<file path="config.mk">
export PLATFORM = sky130hd
export DESIGN_NAME = skip_count_seq
export DESIGN_NICKNAME = d
export VERILOG_FILES = /design/src/rtl/skip_count_pkg.sv /design/src/rtl/skip_counter.sv /design/src/rtl/skip_count_seq.sv
export SDC_FILE = /design/constraint.sdc
export NUM_CORES = 1
export LEC_CHECK = 0
export BUFFER_PORTS_ARGS = -buffer_cell sky130_fd_sc_hd__buf_4
export CAP_MARGIN = 20
export CORE_MARGIN = 2
export CORE_UTILIZATION = 55
export CTS_CLUSTER_SIZE = 10
export DETAILED_ROUTE_END_ITERATION = 16
export HOLD_SLACK_MARGIN = 0.08
export PLACE_DENSITY_LB_ADDON = 0.08
export SKIP_CTS_REPAIR_TIMING = 1
export SLEW_MARGIN = 5
export SYNTH_ARGS = -nofsm -noshare
export SYNTH_HDL_FRONTEND = slang
export SYNTH_HIERARCHICAL = 1
export SYNTH_SLANG_ARGS = --single-unit
</file>
<file path="constraint.sdc">
create_clock -name clk -period 6.65 [get_ports clk]
set_input_delay 0.3325 -clock clk [delete_from_list [all_inputs] [get_ports clk]]
set_output_delay 0.3325 -clock clk [all_outputs]
set_load 0.05 [all_outputs]
</file>
<file path="src/rtl/skip_count_pkg.sv">
// Shared types and arithmetic for the skip-multiple counter: the sequencer state
// type and the successor, maximum and start-normalisation helpers.
package skip_count_pkg;

  typedef enum logic [1:0] {
    IDLE,
    RUN,
    DONE
  } state_t;

  // Largest WIDTH-bit value that is not a nonzero multiple of modv.
  function automatic int skip_max(input int width, input int modv);
    int top;
    top = (1 << width) - 1;
    if (top % modv == 0) top = top - 1;
    return top;
  endfunction

  function automatic int skip_next(input int v, input int modv, input int maxv);
    int n;
    if (v == maxv) n = 0;
    else if ((v + 1) % modv == 0) n = v + 2;
    else n = v + 1;
    return n;
  endfunction

  function automatic int skip_norm(input int start, input int modv, input int maxv);
    int n;
    if (start > maxv) n = 0;
    else if (start != 0 && start % modv == 0) n = start + 1;
    else n = start;
    return n;
  endfunction

endpackage

</file>
<file path="src/rtl/skip_counter.sv">
// Count register stepping through the skip-multiple sequence.
// Load takes priority over enable.
module skip_counter
  import skip_count_pkg::*;
#(
  parameter int WIDTH = 8,
  parameter int MOD   = 3
) (
  input  logic             clk,
  input  logic             rst,
  input  logic             load,
  input  logic [WIDTH-1:0] load_val,
  input  logic             en,
  output logic [WIDTH-1:0] value
);

  localparam int MAXV = skip_max(WIDTH, MOD);

  logic [WIDTH-1:0] next_val;

  always_comb next_val = WIDTH'(skip_next(int'(value), MOD, MAXV));

  always_ff @(posedge clk) begin
    if (rst) value <= '0;
    else if (load) value <= load_val;
    else if (en) value <= next_val;
  end

endmodule

</file>
<file path="src/rtl/skip_count_seq.sv">
// Command-driven sequencer: accepts (start, length), streams that many skip-sequence
// values on a valid/ready port, then pulses done. Length 0 runs until abort.
//
// state | meaning
// IDLE  | waiting for a command, cmd_ready high
// RUN   | streaming values, out_valid high
// DONE  | one-cycle completion pulse after the last finite beat
module skip_count_seq
  import skip_count_pkg::*;
#(
  parameter int WIDTH = 8,
  parameter int MOD   = 3,
  parameter int LEN_W = 16
) (
  input  logic             clk,
  input  logic             rst,
  input  logic             cmd_valid,
  output logic             cmd_ready,
  input  logic [WIDTH-1:0] cmd_start,
  input  logic [LEN_W-1:0] cmd_len,
  input  logic             abort,
  output logic             out_valid,
  input  logic             out_ready,
  output logic [WIDTH-1:0] out_data,
  output logic             out_last,
  output logic             start_adj,
  output logic             busy,
  output logic             done
);

  localparam int MAXV = skip_max(WIDTH, MOD);

  state_t           state, state_nxt;
  logic [LEN_W-1:0] remaining;
  logic             cont;
  logic             accept;
  logic             beat;
  logic [WIDTH-1:0] first_val;

  assign first_val = WIDTH'(skip_norm(int'(cmd_start), MOD, MAXV));

  always_comb begin
    state_nxt = state;
    cmd_ready = 1'b0;
    out_valid = 1'b0;
    out_last  = 1'b0;
    busy      = 1'b1;
    done      = 1'b0;
    accept    = 1'b0;
    beat      = 1'b0;
    case (state)
      IDLE: begin
        cmd_ready = 1'b1;
        busy      = 1'b0;
        accept    = cmd_valid;
        if (cmd_valid) state_nxt = RUN;
      end
      RUN: begin
        out_valid = 1'b1;
        out_last  = !cont && (remaining == LEN_W'(1));
        beat      = out_ready;
        // abort wins over a same-cycle handshake; the beat is simply dropped
        if (abort) state_nxt = IDLE;
        else if (out_ready && out_last) state_nxt = DONE;
      end
      DONE: begin
        done      = 1'b1;
        state_nxt = IDLE;
      end
      default: state_nxt = IDLE;
    endcase
  end

  always_ff @(posedge clk) begin
    if (rst) begin
      state     <= IDLE;
      remaining <= '0;
      cont      <= 1'b0;
      start_adj <= 1'b0;
    end else begin
      state     <= state_nxt;
      start_adj <= accept && (first_val != cmd_start);
      if (accept) begin
        remaining <= cmd_len;
        cont      <= (cmd_len == '0);
      end else if (beat && !cont) begin
        remaining <= remaining - LEN_W'(1);
      end
    end
  end

  skip_counter #(
    .WIDTH(WIDTH),
    .MOD  (MOD)
  ) u_counter (
    .clk     (clk),
    .rst     (rst),
    .load    (accept),
    .load_val(first_val),
    .en      (beat),
    .value   (out_data)
  );

  assert property (@(posedge clk) disable iff (rst)
    out_valid |-> (out_data == '0 || (int'(out_data) % MOD) != 0));

endmodule

</file>
After elaboration in Yosys (flattened, before gate mapping). Index checks and enable logic that the tools add are counted.

Memory bits (writable): 0. Flip-flop bits (word level): 28. Memory bits (read-only): 0. Output and inout bits: 14. Memories: 0. Latch bits: 0. Input bits: 29.

Multiply operators: 0. Mux-type cells: 19. Divide/modulo/power cells: 2. Bitwise logic cells: 0. Add/subtract/negate cells: 4. Equality and inequality tests: 7. Reductions and logical operators: 14. $lt $le $gt $ge: 1. Shift-type cells: 0.

Operator list (count): $logic_not 32->1 (2); $mux 8 (6); $mod 32x3->32 const B (1); $mod 9x3->32 const B (1); $mux 16 (2); $eq 16x1->1 const B (1); $logic_not 16->1 (1); $sub 16x1->16 const B (1); $add 8x1->9 const B (1); $add 8x1->8 const B (1); $add 8x2->8 const B (1); $eq 8x2->1 const B (1); $gt 8x8->1 const B (1); $ne 8x8->1 (1); $reduce_bool 8->1 (1); $mux 1 (7); $mux 2 (3); $logic_and 1x1->1 (5); $pmux 2 s2 (1); $reduce_bool 2->1 (2); $ne 3x3->1 const B (1); $eq 2x1->1 const B (1); $eq 2x2->1 const B (1); $logic_not 2->1 (1); 3 further kinds (3).

Logic depth before layout (Yosys ltp). Gate-level depths: netlist (run 1).

Depth in word-level cells: 7. Gate-level depth with buffers: 30. Depth with buffers taken out: 25.

Cells and area by module. Netlist (run 1), hierarchy kept.

By module, submodules not included: skip_count_seq (cells each 375, area an instance 2766.4 um^2, times used 1, seq. area each 400.4 um^2); skip_counter (cells each 207, area an instance 1529.0 um^2, times used 1, seq. area each 160.2 um^2).

Worst setup path after synthesis (run 1). Ideal clock, no wire load.

Path kind: register -> register. Start point: register u_counter.value[2]. End point: register u_counter.value[7]. Period minus slack after synthesis: 6059 ps. Required time: 6530 ps. Stages on the path, launching flop included: 29. Path buffers: 4. Data arrival time: 5939 ps. Setup slack: 591 ps. Cell sequence: dfxtp_1 -> ha_1 -> buf_4 -> and2_1 -> clkbuf_1 -> nand2_1 -> xnor2_1 -> ha_1 -> nand4_1 -> o21ai_0 -> or4_4 -> and3_1 -> buf_6 -> nor3_1 -> o22ai_1 -> ha_1 -> nor2_1 -> o21ai_0 -> a32o_1 -> or3_1 -> buf_2 -> a21oi_2 -> xnor2_1 -> ha_1 -> or3_1 -> o211a_1 -> o211a_4 -> o2111a_1 -> a211o_1.

Word-level cells in the longest chain between the ends: 7.

Ends and longest elaborated chain: from (decl) (line skip_counter.sv:14) `output logic [WIDTH-1:0] value`; from (signal assigned) (line skip_counter.sv:25) `else if (load) value <= load_val;`; from (signal assigned) (line skip_counter.sv:26) `else if (en) value <= next_val;`; $add 8x1->9 (line skip_count_pkg.sv:22) `else if ((v + 1) % modv == 0) n = v + 2;`; $mod 32x3->32 (line skip_count_pkg.sv:22); $logic_not 32->1 (line skip_count_pkg.sv:22); $mux 8 (line skip_count_pkg.sv:22); $mux 8 * (line skip_count_pkg.sv:21) `if (v == maxv) n = 0;`; $mux 8 * (line skip_counter.sv:26); $mux 8 * (line skip_counter.sv:25).

Every way passes the cells marked *; elsewhere a longest branch is shown, timed or not. The select of a mux whose other input is x is not followed. A chain may end at the register's enable or synchronous reset.

Final worst setup path (run 1).
Start point: register u_counter.value[1]. End point: register u_counter.value[7].

Same word-level chain as after synthesis.

==> results of run 1 <==
[cell usage after synthesis (all sizes together), types with 9 or more instances]
| cell | number | area [sq um] |
|---|---|---|
| a211o | 9 | 88.84 |
| a211oi | 21 | 177.7 |
| a21oi | 35 | 193.9 |
| a31oi | 11 | 68.82 |
| and3 | 9 | 62.56 |
| buf | 20 | 136.4 |
| clkbuf | 19 | 71.32 |
| dfxtp | 28 | 560.5 |
| ha | 15 | 187.7 |
| inv | 22 | 82.58 |
| mux2i | 11 | 110.1 |
| nand2 | 46 | 172.7 |
| nand3 | 19 | 100.1 |
| nand4 | 13 | 87.58 |
| nor2 | 58 | 222.7 |
| nor3 | 21 | 115.1 |
| nor4 | 13 | 100.1 |
| o211ai | 14 | 105.1 |
| o21ai | 32 | 167.7 |
| or3 | 10 | 62.56 |
| xnor2 | 13 | 121.4 |
| xor2 | 12 | 105.1 |
[cell type report]
cell class                 count  area, sq um  share of cell area (%)
clock buffer                   3        41.29                  0.8866
tap                          102        127.6                   2.740
sequential                    28        560.5                   12.04
multi-input combinational    492         3443                   73.94
timing repair buffer          49        367.9                   7.899
clock inverter                 1        30.03                  0.6448
inverter                      23        86.33                   1.854
[layout by cell type (no fill, tap or decap), types with 14 or more instances in the layout]
| cell | instances |
|---|---|
| sky130_fd_sc_hd__a21oi_1 | 32 |
| sky130_fd_sc_hd__nor3_1 | 19 |
| sky130_fd_sc_hd__o211ai_1 | 14 |
| sky130_fd_sc_hd__ha_1 | 14 |
| sky130_fd_sc_hd__nand2_1 | 46 |
| sky130_fd_sc_hd__a211oi_1 | 17 |
| sky130_fd_sc_hd__dfxtp_1 | 28 |
| sky130_fd_sc_hd__nor2_1 | 56 |
| sky130_fd_sc_hd__inv_1 | 22 |
| sky130_fd_sc_hd__buf_4 | 49 |
| sky130_fd_sc_hd__nand3_1 | 18 |
| sky130_fd_sc_hd__o21ai_0 | 24 |
[worst max-delay path by stage]
stage | start | end | slack, ns
floorplan | u_counter/value[2] | u_counter/value[7] | 0.59
global placement | u_counter/value[1] | u_counter/value[7] | 0.72
detailed placement | u_counter/value[1] | u_counter/value[7] | 0.46
CTS | u_counter/value[1] | u_counter/value[7] | 0.44
global route | u_counter/value[1] | u_counter/value[7] | 0.01
finish | u_counter/value[1] | u_counter/value[7] | 0.45
[flip-flops by register name (all words and copies together), names as in the netlist]
name	count
remaining	16
u_counter/value	8
state	2
cont	1
start_adj	1
[routing by layer]
| layer | track usage, % | vias to the layer above | share of wire, % |
|---|---|---|---|
| met4 | 9.577 | 0 | 2.3 |
| met1 | 36.22 | 2249 | 45 |
| li1 | - | 2268 | - |
| met5 | 0 | - | 0 |
| met2 | 50.18 | 187 | 48 |
| met3 | 2.766 | 32 | 5.4 |
[power by group]
part | switching [W] | internal [W]
logic | 0.000333 | 0.000200
registers | 0.0000143 | 0.000182
clock network | 0.0000516 | 0.0000805
[critical path, delay by kind of cell (launching register included)]
kind,cells,cell delay (ns)
AO/OA/AOI/OAI,12,2.68
AND/OR/NAND/NOR,6,1.44
adder cells (fa/ha/maj),4,1.26
flip-flops,1,0.44
XOR/XNOR,2,0.26
[logic make-up after synthesis]
logic type | after synthesis | share of synthesized area [%]
compound gates | 203 | 36.94
xor+xnor | 25 | 5.272
fa+ha+maj | 15 | 4.369
buf+inv | 62 | 6.845
flops | 28 | 13.05
mux | 12 | 2.826
simple gates | 237 | 30.70
[stage by stage]
step	hold WS, ns	total power (W)
3_3_place_gp	0.5031	0.0007037
4_1_cts	0.2207	0.0008553
6_report	0.2283	0.0008607
5_1_grt	0.2161	0.0009229
3_5_place_dp	0.5161	0.0007193
2_1_floorplan	0.4110	0.0006213
==> load_flow_metrics.sql, run 1 <==
INSERT INTO impl_metrics (metric_group, metric, value, unit) VALUES
('sta', 'slew_viol_final', '0', ''),
('grt', 'grt_use_total', '28.46', '%'),
('drt', 'drt_first_iter_violations', '269', ''),
('grt', 'first_pass_grt_wire_length', '20690', 'um'),
('power', 'power.density_cell_area', '184.8', 'mW/mm^2'),
('critical_path', 'worstSetupEndpointType', 'flop', ''),
('sta', 'measured_slew_at_the_worst_slew_check_pin', '0.8170', 'ns'),
('cells_and_area', 'area_delta_synth_final', '8.418', '%'),
('sta', 'report.final.setup_viol', '0', ''),
('place', 'preCtsSetupSlack', '0.4623', 'ns'),
('sta', 'timing.setup.tns', '0', 'ns'),
('drt', 'drt_wl_total', '12200', 'um'),
('cts', 'cts_tree', 'built', ''),
('critical_path', 'worst_setup_path_type', 'reg -> reg', ''),
('sta', 'max_slew_margin', '45.42', '%'),
('critical_path', 'critPathMaxStageDelay', '0.44', 'ns'),
('critical_path', 'crit_chain', 'ha_2 > and2_1 > nand2_1 > xnor2_1 > ha_1 > nand3_1 > a211o_1 > o211ai_1 > a31oi_1 > a211oi_1 > o22ai_1 > ha_1 > nor2_1 > o21ai_0 > a32o_1 > or3_1 > a21oi_2 > xnor2_1 > ha_1 > or3_1 > o211a_1 > o211a_4 > o2111a_1 > a211o_1', ''),
('sta', 'fin_crit', '6.205', 'ns'),
('critical_path', 'critical-path-slowest-cell', 'sky130_fd_sc_hd__dfxtp_1', ''),
('hold_path', 'timing.hold.worst_path_depth', '2', ''),
('cells_and_area', 'utilization', '60.90', '%'),
('grt', 'grt.overflow.total', '0', ''),
('critical_path', 'cp-start-kind', 'flop', ''),
('drt', 'post_route_drc', '0', ''),
('critical_path', 'worst-r2r-setup-slack', '0.45', 'ns'),
('die', 'fp.dieArea', '0.008532', 'sq mm'),
('yosys', 'ys_warn_count', '6', ''),
('critical_path', 'timing.reg2reg.worst_path_depth', '24', ''),
('power', 'power.ir.vdd_worst', '0.0001164', 'V'),
('power', 'leakagePower', '1.772', 'nW'),
('drt', 'ant_nets', '0', ''),
('cts', 'clk_latency', '0.27', 'ns'),
('die', 'initial_core_util', '56.17', '%'),
('grt', 'antenna_found_initial', '0', ''),
('grt', 'first_global_vias', '4552', ''),
('drt', 'first_pass_iters', '5', ''),
('hold_path', 'holdCritPathClass', 'in -> reg', ''),
('die', 'core', '0.007647', 'sq mm'),
('cells_and_area', 'postLayoutCellArea', '0.004657', 'sq mm'),
('place', 'gp_congestion', '0.8770', ''),
('sta', 'achievable-frequency', '0.1612', 'GHz'),
('drt', 'route.detailed.wl_per_inst', '17.47', 'um'),
('drt', 'routed_via_density', '6.785', ''),
('run_status', 'status', 'completed', ''),
('sta', 'final_hold_viol_count', '0', ''),
('cells_and_area', 'n_antenna_cell', '0', ''),
('place', 'dp.final_hpwl', '9278', 'um'),
('yosys', 'postSynthCellCount', '582', ''),
('cts', 'cts_buf_count', '3', ''),
('cells_and_area', 'final-instance-count-excl-fill', '698', ''),
('yosys', 'ys_seq_elements', '28', ''),
('cts', 'clock_sinks', '28', ''),
('cells_and_area', 'drive_gt1_share', '16.61', '%'),
('cells_and_area', 'fillers', '745', ''),
('place', 'place.detailed.instances', '694', ''),
('yosys', 'synth_enable_flop_cells', '0', ''),
('yosys', 'seq_area_frac_synth', '13.05', '%'),
('yosys', 'area_of_the_mapped_netlist', '0.004295', 'sq mm'),
('drt', 'route.vias.total', '4736', ''),
('cts', 'clk_transition_reported_paths', '0.10', 'ns'),
('yosys', 'synthDistinctLibCells', '102', ''),
('yosys', 'async_sr_flop_fraction', '0', '%'),
('cts', 'cts_max_level', '1', ''),
('die', 'chipHeight', '92.37', 'um'),
('sta', 'layout_worst_path_cycle_share', '93.30', '%'),
('grt', 'grt_start_max_net_pins', '33', ''),
('hold_path', 'whs_endpoint', 'state[1]', ''),
('die', 'floorplan.rows', '32', ''),
('critical_path', 'reg2reg_to', 'u_counter/value[7]', ''),
('cts', 'clock_tree.buffer_depth', '2', ''),
('hold_path', 'hold_path_startpoint', 'abort', '');
Note: power is estimated with default switching activity, not from simulation.
==> run 2, diff against run 1 <==
--- a/config.mk
+++ b/config.mk
@@ -7,12 +7,12 @@
 export LEC_CHECK = 0
 export BUFFER_PORTS_ARGS = -buffer_cell sky130_fd_sc_hd__buf_4
 export CAP_MARGIN = 20
-export CORE_MARGIN = 2
-export CORE_UTILIZATION = 55
+export CORE_UTILIZATION = 50
 export CTS_CLUSTER_SIZE = 10
 export DETAILED_ROUTE_END_ITERATION = 16
 export HOLD_SLACK_MARGIN = 0.08
 export PLACE_DENSITY_LB_ADDON = 0.08
+export SETUP_SLACK_MARGIN = 0.02
 export SKIP_CTS_REPAIR_TIMING = 1
 export SLEW_MARGIN = 5
 export SYNTH_ARGS = -nofsm -noshare
==> load_flow_metrics.sql, run 2 (synthesis results as in run 1) <==
INSERT INTO impl_metrics (metric_group, metric, value, unit) VALUES
('grt', 'grt_util_met2', '44.60', '%'),
('sta', 'measured_slew_at_the_worst_slew_check_pin', '0.7812', 'ns'),
('cts', 'clock_tree.buffer_depth', '2', ''),
('cells_and_area', 'top_regs', 'remaining: 16 flops, u_counter/value: 8 flops, state: 2 flops', ''),
('place', 'dp.final_hpwl', '9195', 'um'),
('critical_path', 'worstSetupEndpointType', 'flop', ''),
('die', 'floorplan.rows', '33', ''),
('sta', 'layout_worst_path_cycle_share', '93.54', '%'),
('grt', 'grt_use_total', '27.48', '%'),
('cells_and_area', 'n_antenna_cell', '0', ''),
('cells_and_area', 'area_delta_synth_final', '8.098', '%'),
('critical_path', 'worst-path-stages', '24', ''),
('critical_path', 'worst-endpoint-required', '6.82', 'ns'),
('critical_path', 'worst-r2r-setup-slack', '0.43', 'ns'),
('sta', 'report.final.setup_viol', '0', ''),
('grt', 'grt_busiest_layer', 'met2', ''),
('grt', 'globalRouteMet1Util', '39.48', '%'),
('cells_and_area', 'final_net_count', '640', ''),
('cts', 'cts_tree', 'built', ''),
('grt', 'groute.layer.met3.usage', '1.610', '%'),
('sta', 'skew', '0.007404', 'ns'),
('drt', 'drt_first_iter_violations', '334', ''),
('sta', 'timing.setup.tns', '0', 'ns'),
('critical_path', 'cp-start-kind', 'flop', ''),
('grt', 'grt_start_max_net_pins', '32', ''),
('cts', 'cts_buf_count', '3', ''),
('critical_path', 'crit_start', 'u_counter/value[1]', ''),
('sta', 'final_hold_viol_count', '0', ''),
('critical_path', 'cp_data_arrival_time', '6.39', 'ns'),
('power', 'design_power_total', '0.0008307', 'W'),
('critical_path', 'critPathMostFrequentCell', 'sky130_fd_sc_hd__ha_1', ''),
('place', 'gp_congestion', '0.8874', ''),
('critical_path', 'crit_chain', 'ha_2 > and2_1 > nand2_1 > xnor2_1 > ha_1 > nand3_1 > a211o_1 > o211ai_1 > a31oi_1 > a211oi_1 > o22ai_2 > ha_1 > nor2_1 > o21ai_0 > a32o_1 > or3_1 > a21oi_2 > xnor2_1 > ha_1 > or3_1 > o211a_1 > o211a_4 > o2111a_1 > a211o_1', ''),
('critical_path', 'worst_setup_path_type', 'reg -> reg', ''),
('critical_path', 'worst-path-buf-inv', '0', ''),
('critical_path', 'critical-path-slowest-cell', 'sky130_fd_sc_hd__dfxtp_1', ''),
('die', 'core', '0.008258', 'sq mm'),
('drt', 'drt_wl_total', '12100', 'um'),
('cells_and_area', 'seqCellArea', '560.5', 'sq um'),
('grt', 'grt.overflow.total', '0', ''),
('sta', 'slew_viol_final', '0', ''),
('power', 'power.ir.vdd_worst', '0.0001452', 'V'),
('drt', 'ant_nets', '0', ''),
('drt', 'route.vias.total', '4631', ''),
('critical_path', 'critPathMaxStageDelay', '0.45', 'ns'),
('cts', 'root_buffer', 'sky130_fd_sc_hd__clkbuf_8', ''),
('cells_and_area', 'max_flop_register', 'remaining', ''),
('cts', 'clk_latency', '0.27', 'ns'),
('drt', 'first_pass_iters', '5', ''),
('cts', 'cts_max_level', '1', ''),
('die', 'ios', '43', ''),
('cells_and_area', 'fillers', '826', ''),
('cells_and_area', 'drive_gt1_share', '16.64', '%'),
('critical_path', 'critPathCapture', 'u_counter/value[7]', ''),
('power', 'power.density_cell_area', '178.9', 'mW/mm^2'),
('drt', 'post_route_drc', '0', ''),
('cells_and_area', 'commonest_cells_after_routing_fill_and_taps_aside', 'sky130_fd_sc_hd__nor2_1, sky130_fd_sc_hd__buf_4, sky130_fd_sc_hd__nand2_1', ''),
('sta', 'rsz0062_at_grt', 'false', ''),
('critical_path', 'timing.reg2reg.worst_path_depth', '24', ''),
('cts', 'clock_sinks', '28', ''),
('grt', 'first_pass_grt_wire_length', '20280', 'um'),
('sta', 'achievable-frequency', '0.1608', 'GHz'),
('sta', 'fin_crit', '6.220', 'ns'),
('die', 'initial_core_util', '52.02', '%'),
('hold_path', 'holdCritPathClass', 'in -> reg', ''),
('cells_and_area', 'multi_input_area', '0.003450', 'sq mm'),
('sta', 'max_slew_margin', '47.81', '%'),
('power', 'leakagePower', '1.762', 'nW'),
('die', 'die_boundary_width', '94.69', 'um'),
('run', 'maxCapViolCount', '0', ''),
('sta', 'setup_ws', '0.4296', 'ns'),
('drt', 'routed_via_density', '6.616', ''),
('grt', 'first_global_vias', '4228', ''),
('critical_path', 'reg2reg_to', 'u_counter/value[7]', ''),
('critical_path', 'path_delay_family', 'compound AO/OA/AOI/OAI gates', ''),
('cells_and_area', 'largest_register_ffs', '16', ''),
('place', 'preCtsSetupSlack', '0.4104', 'ns'),
('cells_and_area', 'most_common_library_cell_in_the_layout_ignoring_fill_and_taps', 'sky130_fd_sc_hd__nor2_1', ''),
('drt', 'route.detailed.wl_per_inst', '17.28', 'um'),
('grt', 'antenna_found_initial', '0', ''),
('critical_path', 'critical_path.max_fanout', '14', ''),
('cells_and_area', 'utilization', '56.23', '%'),
('critical_path', 'crit-reg2reg-launch', 'u_counter/value[1]', ''),
('die', 'fp.dieArea', '0.008965', 'sq mm'),
('run_status', 'status', 'completed', ''),
('cts', 'clk_transition_reported_paths', '0.10', 'ns'),
('die', 'chipHeight', '94.69', 'um'),
('place', 'count_of_buffers_inserted_at_the_top_level_ports', '42', '');
==> run 2: changes by cell type in the layout (fill, tap and decap cells not counted), sizes merged <==
cell    delta
buf        -1
clkbuf     +1
bufinv     -1
==> run 2: how the worst min path moves through the flow <==
stage / from / to / slack (ns) / depth (start not counted)
2_1_floorplan: abort / state[1] / 0.41 / 1
3_3_place_gp: remaining[11] / remaining[11] / 0.51 / 2
3_5_place_dp: abort / state[1] / 0.52 / 2
4_1_cts: abort / state[1] / 0.22 / 2
5_1_grt: abort / state[1] / 0.24 / 2
6_report: abort / state[1] / 0.23 / 2
==> run 2: per-stage QoR <==
step	cells	hold slack, ns	area [sq um]
finish	700	0.2288	4643
floorplan	582	0.4110	4295
CTS	700	0.2240	4634
global route	700	0.2351	4643
global placement	696	0.5100	4579
detailed placement	696	0.5162	4579
==> run 2: metal layers <==
layer,part of all wire (%),vias to the layer above
met4,1.0,0
met5,0,-
li1,-,2273
met1,48,2190
met3,4.4,12
met2,47,156
==> run 2: cell type report <==
cell class                      count  share of cell area [%]
Tap cell                          105                   2.829
Clock buffer                        4                   1.186
Timing Repair Buffer               48                   7.761
Sequential cell                    28                   12.07
Inverter                           23                   1.859
Multi-Input combinational cell    492                   74.29
==> run 2: where the power goes <==
group          total [W]  switching [W]  internal, W  leakage, nW
clock           0.000105      0.0000517    0.0000530       0.0288
combinational   0.000530       0.000330     0.000200         1.50
sequential      0.000196      0.0000146     0.000182        0.231
total           0.000831       0.000396     0.000434         1.76
